### src/rtl/la_spram_bist.sv
`default_nettype none
// ============================================================================
// Module   : la_spram_bist
// Purpose  : March C- built-in self-test engine for a single-port RAM with
//            1-cycle read latency. Drives the la_spram port one op per cycle
//            and reports pass/fail with first-failure diagnostics.
//
// Sequence (B = background, ~B = complement):
//   E0 up(w B)  E1 up(r B,w ~B)  E2 up(r ~B,w B)
//   E3 dn(r B,w ~B)  E4 dn(r ~B,w B)  E5 up(r B)
//
// Build option : LA_SPRAM_BIST_CHECKERBOARD_EN
//   defined   -> a second pass runs with B = ...0101 (bit0 = 1)
//   undefined -> solid-zero background pass only
//
// Ports:
//   clk, reset        clock, synchronous active-high reset
//   start             begin test (ignored while busy)
//   busy, done, fail  status; done held until next start, fail sticky
//   fail_addr/bits    address and expected^actual of first miscompare
//   mem_ce/we/wmask   memory controls (wmask all ones on writes, else 0)
//   mem_addr/din      memory address and write data
//   mem_dout          memory read data, valid the cycle after a read
//
// Revision : 1.0 - initial release
// ============================================================================
module la_spram_bist #(
  parameter int DW = 32,
  parameter int AW = 10
) (
  input  logic          clk,
  input  logic          reset,
  input  logic          start,
  output logic          busy,
  output logic          done,
  output logic          fail,
  output logic [AW-1:0] fail_addr,
  output logic [DW-1:0] fail_bits,
  output logic          mem_ce,
  output logic          mem_we,
  output logic [DW-1:0] mem_wmask,
  output logic [AW-1:0] mem_addr,
  output logic [DW-1:0] mem_din,
  input  logic [DW-1:0] mem_dout
);

  typedef enum logic [1:0] {
    S_IDLE  = 2'd0,
    S_RUN   = 2'd1,
    S_FLUSH = 2'd2,
    S_DONE  = 2'd3
  } state_t;

  state_t          state;
  state_t          state_nxt;
  logic [2:0]      elem;       // March element 0..5
  logic [AW-1:0]   cnt;        // logical address counter, 0..N-1 within an element
  logic            phase;      // 0 = read op, 1 = write op in two-op elements
  logic            rd_pend;    // a read was sampled by the memory at the last edge
  logic [DW-1:0]   exp_data;
  logic [AW-1:0]   rd_addr;

  logic            accept;
  logic            op_rd;
  logic [DW-1:0]   op_exp;
  logic            single_op;
  logic            is_down;
  logic            step_addr;
  logic            elem_last;
  logic            final_pass;
  logic [DW-1:0]   bg;
  logic [DW-1:0]   bg_n;

`ifdef LA_SPRAM_BIST_CHECKERBOARD_EN
  function automatic logic [DW-1:0] alt_pattern();
    logic [DW-1:0] p;
    for (int i = 0; i < DW; i++) begin
      p[i] = (i % 2 == 0);
    end
    return p;
  endfunction

  localparam logic [DW-1:0] CHECKER = alt_pattern();

  logic pass;

  always_ff @(posedge clk) begin
    if (reset) begin
      pass <= 1'b0;
    end else if (accept) begin
      pass <= 1'b0;
    end else if (state == S_RUN && elem_last && elem == 3'd5) begin
      pass <= 1'b1;
    end
  end

  assign bg         = pass ? CHECKER : '0;
  assign final_pass = pass;
`else
  assign bg         = '0;
  assign final_pass = 1'b1;
`endif

  assign bg_n      = ~bg;
  assign single_op = (elem == 3'd0) || (elem == 3'd5);
  assign is_down   = (elem == 3'd3) || (elem == 3'd4);
  // The address counter moves after every single-op cycle or the write half of a pair.
  assign step_addr = single_op || phase;
  assign elem_last = step_addr && (cnt == {AW{1'b1}});

  always_comb begin
    state_nxt = state;
    accept    = 1'b0;
    mem_ce    = 1'b0;
    mem_we    = 1'b0;
    mem_addr  = '0;
    mem_din   = '0;
    op_rd     = 1'b0;
    op_exp    = '0;
    case (state)
      S_IDLE, S_DONE: begin
        if (start) begin
          accept    = 1'b1;
          state_nxt = S_RUN;
        end
      end
      S_RUN: begin
        mem_ce   = 1'b1;
        // Descending elements walk N-1..0 by complementing the up-counter.
        mem_addr = is_down ? ~cnt : cnt;
        if (elem == 3'd0) begin
          mem_we  = 1'b1;
          mem_din = bg;
        end else if (elem == 3'd5) begin
          op_rd  = 1'b1;
          op_exp = bg;
        end else if (!phase) begin
          op_rd  = 1'b1;
          op_exp = (elem == 3'd1 || elem == 3'd3) ? bg : bg_n;
        end else begin
          mem_we  = 1'b1;
          mem_din = (elem == 3'd1 || elem == 3'd3) ? bg_n : bg;
        end
        if (elem_last && elem == 3'd5 && final_pass) begin
          state_nxt = S_FLUSH;
        end
      end
      S_FLUSH: begin
        state_nxt = S_DONE;
      end
      default: begin
        state_nxt = S_IDLE;
      end
    endcase
  end

  assign mem_wmask = mem_we ? {DW{1'b1}} : {DW{1'b0}};

  always_ff @(posedge clk) begin
    if (reset) begin
      state     <= S_IDLE;
      elem      <= 3'd0;
      cnt       <= '0;
      phase     <= 1'b0;
      rd_pend   <= 1'b0;
      exp_data  <= '0;
      rd_addr   <= '0;
      busy      <= 1'b0;
      done      <= 1'b0;
      fail      <= 1'b0;
      fail_addr <= '0;
      fail_bits <= '0;
    end else begin
      state   <= state_nxt;
      rd_pend <= op_rd;
      if (op_rd) begin
        exp_data <= op_exp;
        rd_addr  <= mem_addr;
      end

      // Read data from the previous edge is on mem_dout now.
      if (rd_pend && (mem_dout != exp_data) && !fail) begin
        fail      <= 1'b1;
        fail_addr <= rd_addr;
        fail_bits <= exp_data ^ mem_dout;
      end

      if (state == S_RUN) begin
        if (step_addr) begin
          phase <= 1'b0;
          cnt   <= cnt + AW'(1);
          if (elem_last) begin
            elem <= (elem == 3'd5) ? 3'd0 : 3'(elem + 3'd1);
          end
        end else begin
          phase <= 1'b1;
        end
      end

      if (state == S_FLUSH) begin
        busy <= 1'b0;
        done <= 1'b1;
      end

      if (accept) begin
        busy      <= 1'b1;
        done      <= 1'b0;
        fail      <= 1'b0;
        fail_addr <= '0;
        fail_bits <= '0;
        elem      <= 3'd0;
        cnt       <= '0;
        phase     <= 1'b0;
      end
    end
  end

endmodule
`default_nettype wire

### config.mk
export PLATFORM = sky130hd
export DESIGN_NAME = la_spram_bist
export DESIGN_NICKNAME = d
export VERILOG_FILES = /design/src/rtl/la_spram_bist.sv
export SDC_FILE = /design/constraint.sdc
export NUM_CORES = 1
export LEC_CHECK = 0
export ABC_AREA = 1
export BUFFER_PORTS_ARGS = -buffer_cell sky130_fd_sc_hd__buf_4
export CAP_MARGIN = 25
export CORE_MARGIN = 2
export CORE_UTILIZATION = 45
export DETAILED_ROUTE_END_ITERATION = 8
export PLACE_DENSITY = 0.82
export SYNTH_ARGS = -nofsm -noshare
export SYNTH_HDL_FRONTEND = slang
export SYNTH_SLANG_ARGS = --single-unit
export TNS_END_PERCENT = 20
### constraint.sdc
create_clock -name clk -period 2.7 [get_ports clk]
set_clock_uncertainty 0.1 [all_clocks]
set_input_delay 0.54 -clock clk [delete_from_list [all_inputs] [get_ports clk]]
set_output_delay 0.54 -clock clk [all_outputs]
set_load 0.05 [all_outputs]
# [Word-level counts from Yosys, hierarchy flattened]
# Index checks and enable logic that the tools add are counted.
# Widths: inputs -> output; s select.
[totals] register_bits=104 out_inout_bits=121 input_bits=35
[classes] muxes=31 n_eq_ne=11 n_addsub=2 reduce_logical=17 bitwise=2
[op_table] cell="$mux 32" n=11
[op_table] cell="$ne 32x32->1" n=1
[op_table] cell="$xor 32x32->32" n=1
[op_table] cell="$mux 10" n=2
[op_table] cell="$mux 1" n=14
[op_table] cell="$add 10x1->10 const B" n=1
[op_table] cell="$eq 10x10->1 const B" n=1
[op_table] cell="$not 10->10" n=1
[op_table] cell="$eq 3x3->1 const B" n=2
[op_table] cell="$pmux 2 s3" n=1
[op_table] cell="$eq 2x2->1 const B" n=2
[op_table] cell="$logic_and 1x1->1" n=4
[op_table] cell="$logic_or 1x1->1" n=4
[op_table] cell="$mux 2" n=2
[op_table] cell="$ne 2x2->1 const B" n=2
[op_table] cell="$reduce_and 2->1" n=2
[op_table] cell="$reduce_or 2->1" n=2
[op_table] cell="$add 3x1->3 const B" n=1
[op_table] cell="$eq 3x1->1 const B" n=1
[op_table] cell="$eq 3x2->1 const B" n=1
[op_table] cell="$logic_not 3->1" n=1
[op_table] cell="$mux 3" n=1
[op_table] cell="$reduce_and 3->1" n=1
[op_table] cell="$eq 2x1->1 const B" n=1
[op_table] cell="other kinds (3)" n=3

# [Longest topological paths before layout]
[depth] ltp_word=7 ltp_mapped=16 mapped_depth_nobuf=11

# [Least setup slack after synthesis]
# Ideal clock, no wire load.
[synth_timing] path_type="register -> output" startpoint="reg state[1]" endpoint="out mem_wmask[0]" path_stages_with_launch=7 t_arrival_ns=3.585 path_slack_ns=-1.525 t_required_ns=2.060 path_buffers=2 path_cell_list="dfxtp_1 inv_1 ha_1 inv_1 clkbuf_1 a21oi_1 buf_4"
[synth_via] elab_chain_len=3
[synth_lines] item="start: declaration" line_no="54" rtl="state_t state;"
[synth_lines] item="start signal: assignment" line_no="174" rtl="state <= state_nxt;"
[synth_lines] item="$eq 2x1->1" line_no="120" rtl="case (state)"
[synth_lines] item="$mux 1" line_no="120"
[synth_lines] item="named net mem_we" line_no="40" rtl="output logic mem_we,"
[synth_lines] item="$mux 32" line_no="157" rtl="assign mem_wmask = mem_we ? {DW{1'b1}} : {DW{1'b0}};"
[synth_lines] item="end: declaration" line_no="41" rtl="output logic [DW-1:0] mem_wmask,"
# The timed path passes the listed nets, and every way through them passes these cells.

# [Worst setup path in the final report]
[layout_timing] startpoint="reg state[1]" endpoint="out mem_addr[0]"
[layout_via] elab_chain_len=2
[layout_lines] item="$eq 2x1->1" line_no="120"
[layout_lines] item="$mux 10" line_no="120"
[layout_lines] item="end: declaration" line_no="42" rtl="output logic [AW-1:0] mem_addr,"
# Every way passes these cells.

==> flow_summary.toml <==
[grt]
grt_pass1_wl_mm = 16.7
first_global_vias = 3551
grt_usage_pct = 19.9
pin_count_of_the_biggest_net_entering_global_routing = 49
grt_antenna_before_repair = 0
grt.overflow.total = 0

[outcome]
outcome = "completed"

[route]
top_layer = "met4"
drt_antenna_net_count = 0
met3_length_um = 754
dr_total_vias = 4238
count_of_tritonroute_iterations_in_the_first_routing_pass = 5
met2_wirelength_mm = 4.94
route.final.wire_length_mm = 10.7
detail_route.wl_per_cell_um = 11.8
detail_route.wirelength.met1_mm = 4.84
post_detailed_route_via_to_cell_ratio = 4.69
drt_first_iter_violations = 171
drc_errors = 0

[setup_path]
worstRegToRegCells = 9
worst_r2r_endpoint = "exp_data[30]"
critPathArrivalTime_ns = 1.92
cp_max_fo = 13
critical_path.cell_chain = "inv_1 > ha_2 > inv_1 > or3_1 > inv_1 > buf_4"
crit_path_top_delay_cell = "sky130_fd_sc_hd__or3_1"
r2r_slack_ns = 0.41
crit_family = "buffers and inverters"
data_required_time_at_the_worst_endpoint_ns = 2.06
crit_type = "flop to output port"
worstSetupEndpointType = "output port"
most_frequent_cp_cell = "sky130_fd_sc_hd__inv_1"
cpPeakStageDelay_ns = 0.48
cp-start-kind = "flop"
r2r-start = "elem[1]"
critPathBufInv = 4

[cts]
cts_max_path_buffers = 2
clk_pin_slew_worst_paths_ns = 0.08
cts-htree-levels = 3
tritoncts = "yes"
clock_tree.root_cell = "sky130_fd_sc_hd__clkbuf_8"
cts_buffers = 9
cts_hold_repair.buffers = 0
worst_skew_pair.late_latency_ns = 0.35
numClockSinks = 73

[sta]
hold_viol_final = 0
clock.fmax_ghz = 0.391
rsz0062_at_grt = "no"
timing.final.crit_share_pct = 94.8
finalWorstSetupSlack_ns = 0.141
final-max-slew-violation-count = 0
fin_hold_ws_ns = 0.287
worst-slew-pin-transition_ns = 0.784
final_period_minus_worst_setup_slack_ns = 2.56
final-setup-viol-count = 0
slew-limit-headroom_pct = 47.5

[yosys]
mapped_nets = 729
postSynthRegisterBits = 73
synth_largest_area_cell = "sky130_fd_sc_hd__dfxtp_1"
netlist.area_leader.share_pct = 33.7
synth.lib_cells_used.distinct = 23
syn_area_per_cell_um2 = 6.30
synth_seq_area_share_pct = 33.7
synth.yosys.warnings = 0
synth.area.top_cells = "sky130_fd_sc_hd__dfxtp_1 (34%), sky130_fd_sc_hd__nand2_1 (15%), sky130_fd_sc_hd__buf_4 (11%)"
postSynthCellCount = 689
synthesis.area_mm2 = 0.00434

[place]
placement.io_buffers = 155
dp_worst_setup_slack_ns = 0.310
detailed_place_hpwl_mm = 7.46
placement.cell_area_mm2 = 0.00514
place_congestion = 0.879

[finish]
most-common-layout-cells = "sky130_fd_sc_hd__nand2_1 (174), sky130_fd_sc_hd__buf_4 (163), sky130_fd_sc_hd__nor2_1 (84)"
area_growth_pct = 24.5
postLayoutCellArea_mm2 = 0.00540
layout.cells.most_common = "sky130_fd_sc_hd__nand2_1"
layout-drive-gt1-share_pct = 24.8
post-route-util_pct = 58.2
num_antenna_cells = 0
num-nets-final = 809

[hold_path]
whs_endpoint = "busy"
worst_hold_path_cells = 2
hold_class = "input pin to flop"
worstHoldStart = "reset"

[floorplanning]
die_w_um = 102
floorplan.initialDensity_pct = 46.7
core.rowCount = 35
dieArea_mm2 = 0.0104
core_region_area_mm2 = 0.00928
i_o_pin_count = 156
dieHeight_um = 102

[run]
max-cap-violations = 0

[power]
vdd_ir_drop_max_uv = 902
cellPowerDensity_mw_per_mm2 = 741
leakage_nw = 2.63
post-layout-total-power_w = 0.00400
-- synth_stat cells --
library cell               instances
sky130_fd_sc_hd__a211oi_1          1
sky130_fd_sc_hd__a21oi_1          69
sky130_fd_sc_hd__buf_1             5
sky130_fd_sc_hd__buf_2            10
sky130_fd_sc_hd__buf_4            63
sky130_fd_sc_hd__buf_6             3
sky130_fd_sc_hd__clkbuf_1         17
sky130_fd_sc_hd__clkinv_1          2
sky130_fd_sc_hd__dfxtp_1          73
sky130_fd_sc_hd__ha_1              5
sky130_fd_sc_hd__inv_1            81
sky130_fd_sc_hd__inv_2             1
sky130_fd_sc_hd__nand2_1         176
sky130_fd_sc_hd__nand3_1          52
sky130_fd_sc_hd__nand4_1           2
sky130_fd_sc_hd__nor2_1           86
sky130_fd_sc_hd__nor3_1            3
sky130_fd_sc_hd__nor3b_1           1
sky130_fd_sc_hd__o21a_1            1
sky130_fd_sc_hd__o21ai_0          23
sky130_fd_sc_hd__or3_1            10
sky130_fd_sc_hd__xnor2_1           4
sky130_fd_sc_hd__xor2_1            1
-- timing repair --
| action | 4_1_cts | 5_1_grt |
|---|---|---|
| endpoints found under the hold margin | 0 | 0 |
| buffers inserted | 0 | 2 |
| gates resized for setup | 2 | 5 |
| gates cloned | 0 | 1 |
| endpoints found under the setup margin | 42 | 42 |
| pin swaps | 0 | 2 |
-- report_power, final --
part	switching, W	leakage (nW)	total (W)	internal [W]
logic	0.00147	1.94	0.00199	0.000521
registers	0.0000290	0.589	0.00114	0.00111
clock network	0.000440	0.0962	0.000873	0.000433
-- state kept, by name (all words and copies together), names as in the netlist --
register   flops
fail_bits     32
cnt           10
fail_addr     10
rd_addr       10
elem           3
state          2
busy           1
done           1
exp_data       1
fail           1
phase          1
rd_pend        1
-- routing by layer --
layer / GRT usage, % / up-vias
li1: - / 2239
met1: 27.3 / 1854
met2: 31.0 / 132
met3: 5.27 / 13
met4: 5.44 / 0
met5: 0 / -
-- layout make-up --
| type | count | area, µm² |
|---|---|---|
| well taps | 129 | 161 |
| flip-flops and latches | 73 | 1460 |
| repair buffers | 166 | 1280 |
| fillers | 917 | 3880 |
| inverters | 84 | 320 |
| clock inverters | 7 | 76.3 |
| clock buffers | 9 | 124 |
| multi-input cells | 435 | 1970 |
-- worst max-delay path by stage --
| stage | startpoint | endpoint | slack [ns] | cells after the start |
|---|---|---|---|---|
| 2_1_floorplan | state[1] | mem_wmask[0] | -0.02 | 6 |
| 3_3_place_gp | elem[0] | mem_addr[0] | 0.32 | 9 |
| 3_5_place_dp | elem[0] | mem_din[31] | 0.31 | 8 |
| 4_1_cts | elem[0] | mem_din[31] | -0.09 | 8 |
| 5_1_grt | state[1] | mem_addr[6] | 0.03 | 6 |
| 6_report | state[1] | mem_addr[0] | 0.14 | 6 |
-- stage by stage --
stage / std cells / TNS (ns)
after CTS: 900 / -2.68
final: 903 / 0
after floorplan: 689 / -0.788
after global placement: 884 / 0
after global routing: 903 / 0
after detailed placement: 884 / 0
-- kinds of logic (layout without fill, tap and decap cells) --
group | count (synthesis) | in the layout | share of synthesized area, %
simple gates | 330 | 331 | 30.9
fa+ha+maj | 5 | 5 | 1.44
buf+inv | 182 | 266 | 22.0
compound gates | 94 | 94 | 11.0
xor+xnor | 5 | 5 | 1.01
flops | 73 | 73 | 33.7
Power figures use the tool's default switching activity.
